--- config.mk ---
export PLATFORM = sky130hd
export DESIGN_NAME = mxint_block_quantizer
export DESIGN_NICKNAME = d
export VERILOG_FILES = /design/src/rtl/mxint_block_quantizer.sv
export SDC_FILE = /design/constraint.sdc
export NUM_CORES = 2
export LEC_CHECK = 0
export ABC_CLOCK_PERIOD_IN_PS = 7900
export CAP_MARGIN = 20
export CORE_UTILIZATION = 55
export DETAILED_ROUTE_END_ITERATION = 6
export PLACE_DENSITY = 0.77
export SYNTH_ARGS = -nofsm -noshare
export SYNTH_HDL_FRONTEND = slang
export SYNTH_SLANG_ARGS = --single-unit
--- constraint.sdc ---
create_clock -name i_clk -period 7.9 [get_ports i_clk]
set_input_delay 1.185 -clock i_clk [delete_from_list [all_inputs] [get_ports i_clk]]
set_output_delay 1.185 -clock i_clk [all_outputs]
set_load 0.1 [all_outputs]
--- src/rtl/mxint_block_quantizer.sv ---
// Streaming FP32 -> MXINT block quantizer.
// Collects up to BLOCK_SIZE binary32 values, tracks the largest effective
// biased exponent as the shared E8M0 scale, then converts every buffered slot
// (one per cycle) to a signed 1.(ELEM_WIDTH-2) fixed-point element with
// round-to-nearest-even and symmetric saturation, and presents the whole block
// as one parallel word.
//
// Handshake: an input element transfers on a rising edge where i_valid and
// o_ready are both high; o_ready is high only while filling. The output block
// transfers on a rising edge where o_valid and i_ready are both high; once
// o_valid rises, o_valid, o_scale, o_elements and o_count hold steady until
// that transfer, and o_ready returns high on the following cycle.
module mxint_block_quantizer #(
    parameter int BLOCK_SIZE  = 32,
    parameter int ELEM_WIDTH  = 8,
    parameter int SCALE_WIDTH = 8,
    localparam int CW = $clog2(BLOCK_SIZE + 1),
    localparam int IW = $clog2(BLOCK_SIZE)
) (
    input  logic                           i_clk,
    input  logic                           i_rst_n,
    input  logic                           i_valid,
    output logic                           o_ready,
    input  logic [31:0]                    i_float32,
    input  logic                           i_last,
    output logic                           o_valid,
    input  logic                           i_ready,
    output logic [SCALE_WIDTH-1:0]         o_scale,
    output logic [BLOCK_SIZE*ELEM_WIDTH-1:0] o_elements,
    output logic [CW-1:0]                  o_count,
    output logic [1:0]                     o_dbg_state
);

    localparam int FRAC       = ELEM_WIDTH - 2;
    localparam int SHIFT_BASE = 23 - FRAC;
    localparam logic [24:0] MAX_MAG = 25'((1 << (ELEM_WIDTH - 1)) - 1);

    typedef enum logic [1:0] {
        ST_FILL    = 2'd0,
        ST_CONVERT = 2'd1,
        ST_FINISH  = 2'd2,
        ST_OUTPUT  = 2'd3
    } state_t;

    state_t                  state_q, state_d;
    logic [CW-1:0]           cnt_q, cnt_d;
    logic [IW-1:0]           idx_q, idx_d;
    logic [7:0]              emax_q, emax_d;
    logic                    nan_q, nan_d;
    logic [31:0]             buf_q [BLOCK_SIZE];
    logic [31:0]             buf_d [BLOCK_SIZE];
    logic [ELEM_WIDTH-1:0]   elem_q [BLOCK_SIZE];
    logic [ELEM_WIDTH-1:0]   elem_d [BLOCK_SIZE];
    logic [SCALE_WIDTH-1:0]  scale_q, scale_d;
    logic [CW-1:0]           count_q, count_d;
    logic                    ready_q, ready_d;
    logic                    valid_q, valid_d;

    // Converter datapath signals for the slot selected by idx_q.
    logic [31:0]             c_cur;
    logic [7:0]              c_eff;
    logic [23:0]             c_sig;
    logic [7:0]              c_d;
    logic [8:0]              c_shift;
    logic [87:0]             c_shifted;
    logic [23:0]             c_int;
    logic                    c_guard;
    logic                    c_sticky;
    logic [24:0]             c_mag;
    logic [24:0]             c_neg;
    logic [ELEM_WIDTH-1:0]   conv_elem;

    // Incoming element exponent bookkeeping.
    logic [7:0]              in_eff;
    logic [7:0]              in_base;

    // Convert one slot: align to the shared scale, round half to even, saturate, apply sign.
    always_comb begin
        c_cur     = buf_q[idx_q];
        if (CW'(idx_q) >= cnt_q) begin
            c_cur = 32'd0;            // unwritten slots behave as +0
        end
        c_eff     = (c_cur[30:23] == 8'd0) ? 8'd1 : c_cur[30:23];
        c_sig     = {(c_cur[30:23] != 8'd0), c_cur[22:0]};
        c_d       = emax_q - c_eff;
        c_shift   = 9'(c_d) + 9'(SHIFT_BASE);
        c_shifted = {c_sig, 64'd0} >> c_shift;
        c_int     = c_shifted[87:64];
        c_guard   = c_shifted[63];
        c_sticky  = |c_shifted[62:0];
        c_mag     = {1'b0, c_int} + 25'(c_guard && (c_sticky || c_int[0]));
        if (c_d >= 8'd32) begin
            c_mag = 25'd0;            // everything lands in sticky, rounds to zero
        end
        if (c_mag > MAX_MAG) begin
            c_mag = MAX_MAG;
        end
        c_neg     = 25'd0 - c_mag;
        conv_elem = c_cur[31] ? c_neg[ELEM_WIDTH-1:0] : c_mag[ELEM_WIDTH-1:0];
        if (nan_q) begin
            conv_elem = '0;
        end
    end

    // Next-state and next-output logic for the FILL/CONVERT/FINISH/OUTPUT sequence.
    always_comb begin
        state_d = state_q;
        cnt_d   = cnt_q;
        idx_d   = idx_q;
        emax_d  = emax_q;
        nan_d   = nan_q;
        buf_d   = buf_q;
        elem_d  = elem_q;
        scale_d = scale_q;
        count_d = count_q;
        ready_d = ready_q;
        valid_d = valid_q;
        in_eff  = (i_float32[30:23] == 8'd0) ? 8'd1 : i_float32[30:23];
        in_base = (cnt_q == '0) ? 8'd1 : emax_q;

        case (state_q)
            ST_FILL: begin
                if (i_valid && ready_q) begin
                    buf_d[cnt_q[IW-1:0]] = i_float32;
                    cnt_d  = cnt_q + 1'b1;
                    emax_d = (in_eff > in_base) ? in_eff : in_base;
                    nan_d  = ((cnt_q == '0) ? 1'b0 : nan_q) | (i_float32[30:23] == 8'hFF);
                    if ((cnt_q == CW'(BLOCK_SIZE - 1)) || i_last) begin
                        state_d = ST_CONVERT;
                        ready_d = 1'b0;
                        idx_d   = '0;
                    end
                end
            end
            ST_CONVERT: begin
                elem_d[idx_q] = conv_elem;
                if (idx_q == IW'(BLOCK_SIZE - 1)) begin
                    state_d = ST_FINISH;
                end else begin
                    idx_d = idx_q + 1'b1;
                end
            end
            ST_FINISH: begin
                scale_d = nan_q ? SCALE_WIDTH'(8'hFF) : SCALE_WIDTH'(emax_q);
                count_d = cnt_q;
                valid_d = 1'b1;
                state_d = ST_OUTPUT;
            end
            default: begin
                if (i_ready) begin
                    state_d = ST_FILL;
                    valid_d = 1'b0;
                    ready_d = 1'b1;
                    cnt_d   = '0;
                end
            end
        endcase
    end

    // State and registered outputs; reset discards any partial block.
    always_ff @(posedge i_clk or negedge i_rst_n) begin
        if (!i_rst_n) begin
            state_q <= ST_FILL;
            cnt_q   <= '0;
            idx_q   <= '0;
            emax_q  <= 8'd1;
            nan_q   <= 1'b0;
            for (int k = 0; k < BLOCK_SIZE; k++) begin
                buf_q[k]  <= 32'd0;
                elem_q[k] <= '0;
            end
            scale_q <= '0;
            count_q <= '0;
            ready_q <= 1'b1;
            valid_q <= 1'b0;
        end else begin
            state_q <= state_d;
            cnt_q   <= cnt_d;
            idx_q   <= idx_d;
            emax_q  <= emax_d;
            nan_q   <= nan_d;
            buf_q   <= buf_d;
            elem_q  <= elem_d;
            scale_q <= scale_d;
            count_q <= count_d;
            ready_q <= ready_d;
            valid_q <= valid_d;
        end
    end

    genvar g;
    generate
        for (g = 0; g < BLOCK_SIZE; g++) begin : g_pack
            assign o_elements[g*ELEM_WIDTH +: ELEM_WIDTH] = elem_q[g];
        end
    endgenerate

    assign o_ready     = ready_q;
    assign o_valid     = valid_q;
    assign o_scale     = scale_q;
    assign o_count     = count_q;
    assign o_dbg_state = state_q;

endmodule

**Yosys cells after proc, flatten, opt, wreduce, memory -nomap -nowiden**

Index checks and enable logic that the tools add are counted.
W data, S select, Z words.

- Add/sub/neg operators: 6
- $lt $le $gt $ge: 8
- Equal/unequal tests: 9
- Shift operators: 1
- Mux-type cells: 38
- Bitwise operators: 5
- Reduce and logical (&&, ||, !) cells: 24

Operators by type and width:

| operator | number |
|---|---|
| $bwmux W1024 | 1 |
| $bwmux W256 | 1 |
| $bmux W32 S5 | 1 |
| $demux W32 S5 | 1 |
| $mux W32 | 4 |
| $shr A88 B9 Y88 | 1 |
| $mux W8 | 9 |
| $reduce_or A63 Y1 | 1 |
| $demux W8 S5 | 1 |
| $add A24 B1 Y25 | 1 |
| $gt A25 B7 Y1 const B | 1 |
| $mux W25 | 1 |
| $logic_not A8 Y1 | 2 |
| $mux W5 | 3 |
| $ge A6 B6 Y1 const B | 2 |
| $lt A6 B1 Y1 const B | 2 |
| $mux W6 | 2 |
| $not A5 Y6 | 2 |
| $pmux W6 S2 | 1 |
| $reduce_and A4 Y1 | 3 |
| $pmux W5 S2 | 1 |
| $add A8 B5 Y9 const B | 1 |
| $eq A8 B8 Y1 const B | 1 |
| $ge A8 B6 Y1 const B | 1 |
| 27 further kinds | 47 |

- Flip-flop bits (word level): 1,318
- Input bits: 37
- Output and inout port bits: 274
- Word-level logic and storage cells: 164

**Longest topological paths before layout**

- Depth after elaboration: 21
- Depth in mapped cells: 39

**Worst setup path before layout**

OpenSTA, ideal clock, no wires.

- Path type: reg-to-reg
- Start point: register idx_q[0]
- End point: register elem_q, in the netlist o_elements[86]
- Setup time: 0.075 ns
- Arrival time: 7.709 ns
- Data required time: 7.825 ns
- Path slack: 0.117 ns
- Cell stages (with the launch flop): 37
- Path buffers: 11
- Period minus slack after synthesis: 7.783 ns
- Cell sequence: dfrtp_1 -> buf_6 -> buf_12 -> buf_8 -> buf_8 -> buf_6 -> buf_6 -> buf_4 -> buf_4 -> inv_1 -> ha_1 -> nand2b_1 -> a21oi_1 -> o21ai_1 -> clkbuf_1 -> nor4_1 -> nor4_2 -> nand2_2 -> nand2b_1 -> ha_1 -> inv_1 -> fa_1 -> xnor2_1 -> clkbuf_1 -> mux4_2 -> a31oi_1 -> a32oi_1 -> o31ai_1 -> o211ai_1 -> o31ai_4 -> ha_1 -> inv_1 -> o41ai_2 -> xnor2_1 -> nand2_2 -> buf_8 -> o21ai_2

- Word-level cells in the longest chain between the ends: 21
- Elaborated cells on any way between the ends: 29
- Those cells by class: add/sub (4); order compare (5); shift (1); mux (12); bitwise (1); reduce/logical (6)

RTL lines:

| item | line | RTL |
|---|---|---|
| start, declared | 47 | `logic [IW-1:0] idx_q, idx_d;` |
| start signal, assigned | 179 | `idx_q <= idx_d;` |
| $not A5 Y6 (implied by the code) | 79, 136 |  |
| $bmux W32 S5 | 79 | `c_cur = buf_q[idx_q];` |
| $mux W32 (implied by the code) (2 in a row) | 79 |  |
| $mux W32 | 80 | `if (CW'(idx_q) >= cnt_q) begin` |
| $logic_not A8 Y1 | 83 | `c_eff = (c_cur[30:23] == 8'd0) ? 8'd1 : c_cur[30:23];` |
| $mux W8 | 83 |  |
| $sub A8 B8 Y8 | 85 | `c_d = emax_q - c_eff;` |
| $add A8 B5 Y9 | 86 | `c_shift = 9'(c_d) + 9'(SHIFT_BASE);` |
| (+4 left out) | n/a |  |
| $add A24 B1 Y25 | 91 | `c_mag = {1'b0, c_int} + 25'(c_guard && (c_sticky \|\| c_int[0]));` |
| $mux W25 | 92 | `if (c_d >= 8'd32) begin` |
| $gt A25 B7 Y1 | 95 | `if (c_mag > MAX_MAG) begin` |
| $mux W8 | 95 |  |
| $sub A1 B8 Y8 | 98 | `c_neg = 25'd0 - c_mag;` |
| $mux W8 | 99 | `conv_elem = c_cur[31] ? c_neg[ELEM_WIDTH-1:0] : c_mag[ELEM_WIDTH-1:0];` |
| $mux W8 | 100 | `if (nan_q) begin` |
| $bwmux W256 * | 136 | `elem_d[idx_q] = conv_elem;` |
| end signal, assigned | 183 | `elem_q <= elem_d;` |
| end, declared | 52 | `logic [ELEM_WIDTH-1:0] elem_q [BLOCK_SIZE];` |

Mark *: on every way between the ends. The rest lies on a longest branch, timed or not. The select of a mux whose other input is x is not followed.
A chain may end at the register's enable or synchronous reset.

**Worst setup path after layout**

- Start point: register idx_q[0]
- End point: register elem_q, in the netlist o_elements[254]

Same word-level chain as after synthesis.

==> impl_results.md <==
* Status: complete, no violations
* Clk buf depth at 3
* Area contributors post-synth: dfrtp_1 54%, mux2_2 19%, mux2i_1 6.4%
* R2R depth at 30
* CP startpoint: idx_q[0]
* Worst Max-Slew Pin Slew at 1129 ps
* Hold-fix buffers, CTS at 0
* WP data required at 8520 ps
* Final worst path period share at 94.06%
* Final Max Slew Viols at 0
* Dpl cell area at 0.06551 sq mm
* Final ANT Viol Nets at 0
* Clk pwr share at 26.9%
* Final count of negative-setup-slack endpoints at 0
* Max-Cap Viols at 0
* Pin count of the biggest net entering global routing at 205
* Share of cells above drive strength 1 at 32.59%
* Synthesized area at 0.06101 sq mm
* Design Area, Final at 0.07039 sq mm
* P_leak at 0.03232 uW
* Total GRT Usage at 32.04%
* Cell taking the most area after synthesis: dfrtp_1
* Total wire length at 177,800 um
* CP max-delay cell: dfrtp_4
* Synth Area per Inst at 13.10 sq um
* Part of the power in registers at 30.9%
* Synth top cells by count: 1,316 x dfrtp_1, 1,033 x mux2_2, 390 x mux2i_1
* Fin. Hold Viols at 0
* Maximum VDD drop at 0.0004047 V
* First-pass GRT wire length at 269,500 um
* CTS tree: yes
* Crit. End Element: flip-flop
* Post-Layout Cell Count at 6,430
* DR vias/cell at 6.353
* Initial DRT Pass Iterations at 6
* Gate power share at 42.2%
* Synth warnings at 0
* Die height at 335.1 um
* Drt drc at 0
* Via Count at 40,850
* Worst slew margin at 24.47%
* RSZ-0062 raised after global routing: false
* Setup slack, reg-to-reg at 470 ps
* Setup_tns at 0 ps
* CP arrival at 8050 ps
* CTS buffer count at 139
* Most frequent cell after synthesis: dfrtp_1
* Top FF cell, synth: dfrtp_1
* Antenna violations before repair at 0
* Share of the synthesized area in the top cell type at 53.97%
* CORE AREA at 0.1095 sq mm
* Sw frac at 40.16%
* Gpl congestion at 0.9779
* Fraction of registers with async set or reset after synthesis at 100.0%
* Nets at 4,917
* Clk_lat worst skew at 770 ps
* Syn Nets at 4,730
* Grt ovf at 0
* Top Ports at 311
* Root buffer cell: clkbuf_16
* CTS H-tree lvls at 4
* WHS at 456.1 ps
* Clock transition at path regs at 60 ps
* Worst min path class: in2async
* Area Overhead vs Synth at 15.37%
* Max FO, Critical Path at 42
* Sequential area share after synthesis at 54.06%
* Synth unique cells at 95
* Startpoint Class: flip-flop
* Number of global-route vias before repair at 41,310
* Last element of the critical path: o_elements[254]
* Die Wd at 335.1 um
* Clock sinks at 1,318
* Placed insts at 6,177
* Number of core rows at 121
* Switching power total at 10,150 uW
* Post-synth EDFFs at 0
* Gate Count Post-Synth at 4,657
* Yosys reg bits at 1,318
* Effective utilization at floorplan at 55.74%
* DRT iter0 DRCs at 3,184
* WL per Instance at 27.66 um
* Skew final at 30.46 ps
* Crit path time final at 7430 ps
* Fin util at 64.31%
* Crit Reg-Reg Startpoint: idx_q[0]
* Die area at 0.1123 sq mm
* DP HPWL at 105,800 um
* Int Pwr at 15,120 uW
* Power density of the placed cells at 359.1 mW/mm^2
* Fmax at 0.1346 GHz
* CP Class: reg2reg
* Crit path largest cell delay at 600 ps
* I/O Buffers at 310
* R2R Path End: o_elements[254]
-- layout make-up --
class                           instances  area, sq um
Tap cell                             1476         1847
Clock inverter                         53        774.5
Multi-Input combinational cell       2898        26230
Fill cell                            8001        39070
Sequential cell                      1318        33000
Timing Repair Buffer                  460         4458
Antenna cell                            1        2.502
Inverter                               27        105.1
Clock buffer                          197         3979
-- worst min-delay path by stage --
stage / cells after the start / to / start / slack, ps
after floorplan: 1 / buf_q[216] / buf_q[216] / 470
after global placement: 2 / o_elements[232] / o_elements[232] / 460
after detailed placement: 2 / o_elements[85] / o_elements[85] / 460
after CTS: 2 / o_elements[85] / o_elements[85] / 480
after global routing: 2 / o_elements[91] / o_elements[91] / 500
final: 1 / o_elements[23] / i_rst_n / 460
-- layer usage --
layer	part of all wire, %	vias up	global-route usage, %
li1	-	17370	-
met1	41	21390	43.25
met2	47	1629	50.67
met3	7.2	462	6.070
met4	4.7	0	14.11
met5	0	-	0
-- power by group through the flow --
stage               Sequential (uW)  Clock (uW)  Combinational, uW
floorplan                      8400           0               6640
global route                   7880        7140              11300
finish                         7810        6800              10700
CTS                            7800        6860              10400
global placement               7870           0              10400
detailed placement             7910           0              10300
-- kinds of logic after synthesis --
family	count (synthesis)	share of synthesized area, %
muxes	1488	27.93
DFF	1318	54.06
and+or+nand+nor	693	5.379
AOI/OAI and AO/OA	657	7.864
buffers and inverters	441	3.628
adders and majority gates	37	0.7669
xor gates and xnor gates	23	0.3732
-- cell usage in the layout, fill, tap and decap left out, drive strengths merged, types with 35 or more instances in the layout --
cell,netlist,routed
mux2i,390,390
nand2,323,323
dfrtp,1316,1316
a22oi,203,203
mux4,65,65
buf,110,151
a21oi,46,46
mux2,1033,1033
o31ai,73,73
nand4,59,59
nand3,38,38
clkdlybuf4s50,0,309
ha,35,35
nor2,155,155
o21ai,193,193
clkbuf,304,197
-- through the flow --
stage,power [uW],setup slack [ps]
after detailed placement,18250,356.0
final,25270,469.6
after global routing,26330,35.34
after floorplan,15040,116.7
after global placement,18260,413.0
after CTS,25030,281.8
-- what timing repair did --
action,CTS,global route
hold endpoints to repair,0,0
gates resized for setup,0,16
setup endpoints to repair,0,145
setup buffers,0,0
-- flip-flops by register name, indices dropped and copies added (netlist names) --
register and count:
emax_q 8, o_count 6, cnt_q 6, idx_q 5
o_scale 8, o_dbg_state 2, buf_q 1024, o_ready 1
o_valid 1, nan_q 1, o_elements 256
-- critical path, delay by kind of cell, from the launching register on --
kind	cells	cell delay, ps
AOI/OAI and AO/OA	8	2160
xor gates and xnor gates	1	130
adders and majority gates	3	990
buffers and inverters	8	1570
DFF	1	600
muxes	1	240
and+or+nand+nor	9	1490
(Power assumes the default switching activity.)
